## config.mk

```make
export PLATFORM = sky130hd
export DESIGN_NAME = rv32v_memory_arbiter
export DESIGN_NICKNAME = d
export VERILOG_FILES = /design/src/rtl/rv32v_memory_arbiter.sv
export SDC_FILE = /design/constraint.sdc
export NUM_CORES = 1
export LEC_CHECK = 0
export ABC_AREA = 1
export ABC_CLOCK_PERIOD_IN_PS = 1670
export CAP_MARGIN = 15
export CORE_AREA = 2 2 127 129
export DETAILED_ROUTE_END_ITERATION = 12
export DIE_AREA = 0 0 129 131
export SKIP_CTS_REPAIR_TIMING = 1
export SLEW_MARGIN = 15
export SYNTH_ARGS = -nofsm -noshare
export SYNTH_HDL_FRONTEND = slang
export SYNTH_SLANG_ARGS = --single-unit
```

## constraint.sdc

```tcl
create_clock -name CLK -period 1.67 [get_ports CLK]
set_input_delay 0.334 -clock CLK [delete_from_list [all_inputs] [get_ports CLK]]
set_output_delay 0.334 -clock CLK [all_outputs]
set_load 0.02 [all_outputs]
```

## src/rtl/rv32v_memory_arbiter.sv

```systemverilog
`default_nettype none
// +----------------------------------------------------------------------------+
// | rv32v_memory_arbiter: shares one dcache port between scalar and vector LSU  |
// | Rev 1.0 - initial release                                                  |
// +----------------------------------------------------------------------------+
module rv32v_memory_arbiter #(
  parameter int NUM_CB_ENTRY = 16,
  parameter int ADDR_W       = 32,
  localparam int IW          = $clog2(NUM_CB_ENTRY)
) (
  input  logic              CLK,
  input  logic              nRST,
  input  logic              v_ena,
  input  logic [IW-1:0]     cb_tail_index,
  input  logic [IW-1:0]     vector_cb_index,
  input  logic [IW-1:0]     scalar_cb_index,
  input  logic              s_ren,
  input  logic              s_wen,
  input  logic [ADDR_W-1:0] s_addr,
  input  logic [ADDR_W-1:0] s_wdata,
  input  logic [3:0]        s_byte_en,
  output logic [ADDR_W-1:0] s_rdata,
  output logic              s_busy,
  input  logic              v_ren,
  input  logic              v_wen,
  input  logic [ADDR_W-1:0] v_addr,
  input  logic [ADDR_W-1:0] v_wdata,
  input  logic [3:0]        v_byte_en,
  output logic [ADDR_W-1:0] v_rdata,
  output logic              v_busy,
  output logic              m_ren,
  output logic              m_wen,
  output logic [ADDR_W-1:0] m_addr,
  output logic [ADDR_W-1:0] m_wdata,
  output logic [3:0]        m_byte_en,
  input  logic [ADDR_W-1:0] m_rdata,
  input  logic              m_busy,
  output logic              gnt_scalar,
  output logic              gnt_vector
);

  typedef enum logic [1:0] {
    ST_IDLE   = 2'd0,
    ST_SCALAR = 2'd1,
    ST_VECTOR = 2'd2
  } state_t;

  state_t          r_state;
  state_t          w_state_next;
  logic            w_s_req;
  logic            w_v_req;
  logic [IW-1:0]   w_s_age;
  logic [IW-1:0]   w_v_age;

  assign w_s_req = s_ren | s_wen;
  assign w_v_req = v_ena & (v_ren | v_wen);
  // Distance from the oldest live entry; IW-bit wrap gives the modulo for free.
  assign w_s_age = scalar_cb_index - cb_tail_index;
  assign w_v_age = vector_cb_index - cb_tail_index;

  assign s_rdata = m_rdata;
  assign v_rdata = m_rdata;

  always_ff @(posedge CLK or negedge nRST) begin
    if (!nRST) begin
      r_state <= ST_IDLE;
    end else begin
      r_state <= w_state_next;
    end
  end

  always_comb begin
    w_state_next = r_state;
    m_ren        = 1'b0;
    m_wen        = 1'b0;
    m_addr       = '0;
    m_wdata      = '0;
    m_byte_en    = 4'h0;
    s_busy       = 1'b1;
    v_busy       = 1'b1;
    gnt_scalar   = 1'b0;
    gnt_vector   = 1'b0;

    case (r_state)
      ST_IDLE: begin
        if (w_s_req && w_v_req) begin
          // Ties go to the scalar side.
          w_state_next = (w_v_age < w_s_age) ? ST_VECTOR : ST_SCALAR;
        end else if (w_s_req) begin
          w_state_next = ST_SCALAR;
        end else if (w_v_req) begin
          w_state_next = ST_VECTOR;
        end
      end

      ST_SCALAR: begin
        gnt_scalar = 1'b1;
        m_addr     = s_addr;
        m_wdata    = s_wdata;
        m_byte_en  = s_byte_en;
        s_busy     = m_busy;
        if (w_s_req) begin
          m_ren = s_ren;
          m_wen = s_wen;
          if (!m_busy) begin
            w_state_next = ST_IDLE;
          end
        end else begin
          w_state_next = ST_IDLE;
        end
      end

      ST_VECTOR: begin
        gnt_vector = 1'b1;
        m_addr     = v_addr;
        m_wdata    = v_wdata;
        m_byte_en  = v_byte_en;
        v_busy     = m_busy;
        if (w_v_req) begin
          m_ren = v_ren;
          m_wen = v_wen;
          if (!m_busy) begin
            w_state_next = ST_IDLE;
          end
        end else begin
          w_state_next = ST_IDLE;
        end
      end

      default: begin
        w_state_next = ST_IDLE;
      end
    endcase
  end

endmodule
`default_nettype wire

```

==> results by group, run 1 <==
Final layout
  • Largest register by flop count: r_state
  • Share of cells above drive strength 1: 59.9%
  • Finished Layout Cells: 799
  • Largest register FFs: 2
  • Synth-to-layout area growth: 223%
  • Regs by FF count: r_state x2
  • Final nets: 788
  • N_diodes: 0

Synthesis
  • Async SR Flop Fraction: 100%
  • Post-synthesis register bit count: 2
  • Syn Std Cell Area: between 2000 and 2500 µm²
  • Mapped Cells: 375
  • Synth unique cells: 19
  • Number of synthesized flops with an enable pin: 0
  • Post-Syn Area per Cell: 5.46 µm²
  • Synthesized Nets: 578
  • Post-synthesis sequential area ratio: 2.45%
  • Most used flip-flop cell after synthesis: dfrtp_1
  • Synth warnings: 0

Floorplan
  • Initial core utilization: 13.1%
  • Die ar.: 16900 µm²
  • Row cnt: 46
  • Die Y: 131 µm
  • Core Region: ~16000 µm²
  • Io pins: 326
  • Die X: about 130 µm

Pwr
  • Switching part of the total: roughly half
  • Pwr per Cell Area: 1460 nW/µm²
  • Clock network power share: 3.8%
  • Pint: approximately 4800 µW
  • Comb pwr share: 95.2%
  • NetSw: 4870 µW
  • Reg power frac: approximately 1%
  • Peak VDD IR: 564 µV
  • Static leakage: around 0.0027 µW

Drt
  • Routed Antenna Nets: 0
  • WL final: 13.3 mm
  • TritonRoute pass-1 iters: 4
  • # DRC: 0
  • Vias/cell: between 3 and 4
  • Via count: 3102
  • Initial drt markers: 50
  • Routed wire per std cell: 16.7 µm

Timing
  • Hold_ws: 292 ps
  • Final critical-path required period: 1940 ps
  • Final Hold Vio Count: 0
  • Worst Tran Pin Value: 192 ps
  • Slew Viols, Final: 0
  • RSZ-0062 raised after global routing: yes
  • Rel. slew slack: 87.1%
  • Final setup violation count: 75
  • Max Fclk: just over 0.5 GHz
  • Final worst slack: -275 ps
  • Max Clock Skew: 1.58 ps
  • Final period util: 116%

Worst setup path
  • CP Max Fanout: 5
  • Worst path required time: 1340 ps
  • Setup Crit Path Kind: register to primary output
  • CP startpoint kind: register
  • Critical path data arrival time: 1610 ps
  • Worst Setup End Kind: primary output

Outcome
  • Failing checks: setup timing
  • Status: finished with violations

Global routing
  • Pin count of the biggest net entering global routing: 40
  • Initial antenna violation count: 0
  • All-layer global routing usage: roughly a tenth
  • First-pass GRT wire length: between 10 and 15 mm
  • Remaining Overflow, GRT: 0
  • Vias in the first global route: 2853

Clock network
  • TritonCTS Buffers: 3
  • H-tree level count: 1
  • Clock Pin Slew Worst Setup and Hold Paths: 30 ps
  • Clock Tree Buf Depth: 2
  • Worst skew pair latency: 220 ps
  • Root Driver: clkbuf_16
  • Clk sinks: 2
  • CTS tree: done

Place
  • Placed Cells: 762
  • Final estimated routing congestion in global placement: 0.772
  • IO Port Bufs: 229
  • Detail Placement HPWL: 7.64 mm

Run
  • MaxCap Viol Count: 0

Worst hold path
  • Hold crit path type: input port to asynchronous set/reset pin
[final cells by class]
cell class | count | area (µm²)
Sequential cell | 2 | 51.3
Timing Repair inverter | 1 | 11.3
Multi-Input combinational cell | 267 | 2700
Clock buffer | 3 | 75.1
Tap cell | 216 | 270
Timing Repair Buffer | 291 | 3420
Inverter | 19 | 85.1
Fill cell | 1512 | 8980
[power by group through the flow]
stage               Clock (µW)  Sequential [µW]  Combinational [µW]
finish                     366              100                9170
global route               372              103                9680
CTS                        366             86.4                6560
detailed placement           0             86.6                6530
global placement             0             87.6                6520
floorplan                    0             86.5                4120
[cell usage after synthesis (all sizes together), types with 2 or more instances]
| cell | n | area, µm² |
|---|---|---|
| nand2 | 161 | 607 |
| buf | 80 | 612 |
| a21oi | 72 | 360 |
| inv | 19 | 71.3 |
| ha | 13 | 163 |
| clkbuf | 7 | 26.3 |
| nor2 | 5 | 21.3 |
| xnor2 | 5 | 43.8 |
| nand3 | 4 | 20.0 |
| o21ai | 3 | 15.0 |
| dfrtp | 2 | 50.1 |
| fa | 2 | 40.0 |
[critical path: stages, from the launching register on]
cell and delay [ps]:
dfrtp_2 440, inv_4 90, ha_4 180, buf_8 140, clkbuf_16 180, nand2_4 60
a21oi_4 150, buf_6 130
[metrics by stage]
step | total power, µW | worst slack [ps] | cell area, µm² | setup TNS [ps] | utilization (%)
finish | 9640 | -275 | 6610 | -16020 | 42.4
global route | 10200 | -336 | 6610 | -20480 | 42.4
CTS | 7020 | -823 | 5230 | -53430 | 33.5
detailed placement | 6610 | -788 | 5150 | -36240 | 33.0
global placement | 6610 | -768 | 5150 | -36220 | 33.0
floorplan | 4210 | -150 | 2880 | -356 | -
[cells by family after synthesis]
logic type | count (synthesis) | share of synthesized area [%]
xor+xnor | 6 | 2.57
fa+ha+maj | 15 | 9.91
buf+inv | 106 | 34.7
flops | 2 | 2.45
compound gates | 76 | 18.7
simple gates | 170 | 31.7
[path summary, 6_finish.rpt]
check | startpoint | to | slack [ps] | cells past startpoint
min in group CLK | r_state[1] | r_state[1] | 640 | 3
max | r_state[0] | m_wdata[29] | -270 | 7
min reg2reg | r_state[1] | r_state[1] | 640 | 3
max in group asynchronous | nRST | r_state[0] | 1230 | 1
max reg2reg | r_state[0] | r_state[1] | 40 | 11
min | nRST | r_state[0] | 290 | 1
[layout by cell type (no fill, tap or decap), types with 8 or more instances in the layout]
cell type	count
a21oi_4	69
buf_12	21
buf_4	18
buf_6	78
clkbuf_16	16
clkdlybuf4s50_1	146
dlymetal6s2s_1	8
inv_1	11
nand2_1	45
nand2_2	67
nand2_4	48
[metal layers]
metal / vias up / GRT usage, % / share of wire, %
li1: 1544 / - / -
met1: 1384 / 11.6 / 43
met2: 149 / 18.3 / 49
met3: 25 / 2.52 / 7.2
met4: 0 / 2.05 / 1.2
met5: - / 0 / 0
(Power assumes the default switching activity.)
==> run 2, diff against run 1 <==
Settings changed: CTS_BUF_LIST from default to sky130_fd_sc_hd__clkbuf_8, HOLD_SLACK_MARGIN from default to 0.1, MAX_ROUTING_LAYER from default to met4.
==> results by group, run 2 (same netlist as run 1, synthesis figures left out) <==
Outcome
  • Status: finished with violations
  • Failing checks: setup timing

Global routing
  • Remaining Overflow, GRT: 0 (unchanged)
  • Pin count of the biggest net entering global routing: 40 (unchanged)
  • Vias in the first global route: 2863 (+0.35%)
  • All-layer global routing usage: 10.1% (+0.23 points)
  • Initial antenna violation count: 0 (unchanged)
  • First-pass GRT wire length: 13.6 mm (-0.20%)

Place
  • Final estimated routing congestion in global placement: 0.782 (+1.3%)
  • Area after DPL: 5150 µm² (unchanged)
  • Detail Placement HPWL: 7.64 mm (unchanged)
  • Placed Cells: 762 (unchanged)
  • IO Port Bufs: 229 (unchanged)

Final layout
  • Final instance area: 6350 µm² (-4.0%)
  • Synth-to-layout area growth: 210%
  • Commonest non-fill, non-tap cell in the layout: clkdlybuf4s50_1
  • Utilization after layout: 40.7% (-1.7 points)
  • N_diodes: 0 (unchanged)
  • Final nets: 783 (-0.63%)
  • Finished Layout Cells: 794 (-0.63%)
  • Share of cells above drive strength 1: 56.2% (-3.6 points)
  • Largest register by flop count: r_state
  • Largest register FFs: 2 (unchanged)
  • Regs by FF count: r_state x2
  • Most frequent cells in the layout: clkdlybuf4s50_1, buf_6, a21oi_4
  • FILL cells: 1519 (+0.46%)

Clock network
  • Clock Tree Buf Depth: 2 (unchanged)
  • Root Driver: clkbuf_8
  • CTS tree: done
  • TritonCTS Buffers: 3 (unchanged)
  • H-tree level count: 1 (unchanged)
  • Worst skew pair latency: 210 ps (about the same)
  • Clk sinks: 2 (unchanged)
  • Clock Pin Slew Worst Setup and Hold Paths: 30 ps (about the same)

Timing
  • Final worst slack: -261 ps (+13.4 ps)
  • Final period util: 116% (-0.80 points)
  • Final setup violation count: 75 (unchanged)
  • Max Fclk: 0.518 GHz (+0.69%)
  • Final Hold Vio Count: 0 (unchanged)
  • RSZ-0062 raised after global routing: yes
  • Rel. slew slack: 87.1% (about the same)
  • Max Clock Skew: 1.14 ps (-0.444 ps)
  • Slew Viols, Final: 0 (unchanged)
  • Final critical-path required period: 1930 ps (-13.4 ps)
  • Worst Tran Pin Value: 193 ps (+0.333 ps)

Pwr
  • Clock network power share: 2.1% (-1.7 points)
  • Switching part of the total: 51.7% (+1.1 points)
  • Pint: 4370 µW (-8.3%)
  • NetSw: 4670 µW (-4.2%)
  • Static leakage: 0.00251 µW (-6.0%)
  • Comb pwr share: 96.8% (+1.6 points)
  • Peak VDD IR: 601 µV (+6.6%)
  • Reg power frac: 1.1% (about the same)
  • Pwr per Cell Area: 1420 nW/µm² (-2.3%)
  • Power Total: 9040 µW (-6.2%)

Drt
  • Initial drt markers: 56 (+12%)
  • TritonRoute pass-1 iters: 6 (+2)
  • WL final: 12.8 mm (-3.7%)
  • Routed Antenna Nets: 0 (unchanged)
  • Vias/cell: 3.87 (-0.34%)
  • Via count: 3072 (-0.97%)
  • Routed wire per std cell: 16.2 µm (-3.1%)
  • # DRC: 0 (unchanged)

Worst setup path
  • CP Max Fanout: 6 (+1)
  • Worst Setup End Kind: primary output
  • Setup Crit Path Kind: register to primary output
  • Critical path data arrival time: 1600 ps (about the same)
  • Internal reg-to-reg setup slack: 20 ps (-20 ps)
  • Worst path required time: 1340 ps (about the same)
  • CP startpoint kind: register

Floorplan
  • Core Region: 15600 µm² (unchanged)
  • Die ar.: 16900 µm² (unchanged)
  • Initial core utilization: 13.1% (unchanged)
  • Row cnt: 46 (unchanged)
  • Die Y: 131 µm (unchanged)
  • Io pins: 326 (unchanged)
  • Die X: 129 µm (unchanged)

Run
  • MaxCap Viol Count: 0 (unchanged)

Worst hold path
  • Hold crit path type: input port to asynchronous set/reset pin
run 2: worst max-delay path: stages, from the launching register on:
cell	delay [ps]
dfrtp_2	440
inv_4	90
ha_4	190
buf_12	160
clkbuf_16	160
nand2_2	70
a21oi_4	140
buf_6	130
run 2: cell type report:
cell class | count | area, µm² | area share (%)
timing repair buffer | 286 | 3310 | 52.2
multi-input combinational | 267 | 2570 | 40.6
tap | 216 | 270 | 4.26
inverter | 19 | 85.1 | 1.34
sequential | 2 | 51.3 | 0.808
clock buffer | 3 | 41.3 | 0.650
timing repair inverter | 1 | 11.3 | 0.177
run 2: power groups by stage:
stage	registers, µW	logic (µW)	clock network [µW]
after global routing	104	9250	196
after global placement	87.6	6520	0
after floorplan	86.5	4120	0
after detailed placement	86.6	6530	0
final	102	8750	189
after CTS	86.7	6560	196
run 2: routing by layer:
metal  part of all wire (%)  vias up  global-route usage, %
li1                       -     1528                      -
met1                     43     1380                   11.6
met2                     49      144                   18.4
met3                    6.4       20                   2.12
met4                   0.87        0                   1.85
met5                      0        -                      -
run 2: worst paths after layout:
path                             from          to  cells past startpoint
setup / recovery           r_state[0]  m_addr[13]                      7
hold / removal                   nRST  r_state[1]                      1
setup reg to reg           r_state[0]  r_state[0]                     11
hold reg to reg            r_state[1]  r_state[1]                      3
max in group asynchronous        nRST  r_state[0]                      1
min in group CLK           r_state[1]  r_state[1]                      3
run 2: through the flow:
| stage | setup WS, ps | hold WS (ps) | TNS, ps |
|---|---|---|---|
| global placement | -768 | 520 | -36220 |
| CTS | -813 | 297 | -52810 |
| detailed placement | -788 | 519 | -36240 |
| global route | -345 | 307 | -20730 |
| floorplan | -150 | 38.4 | -356 |
| finish | -261 | 303 | -15880 |
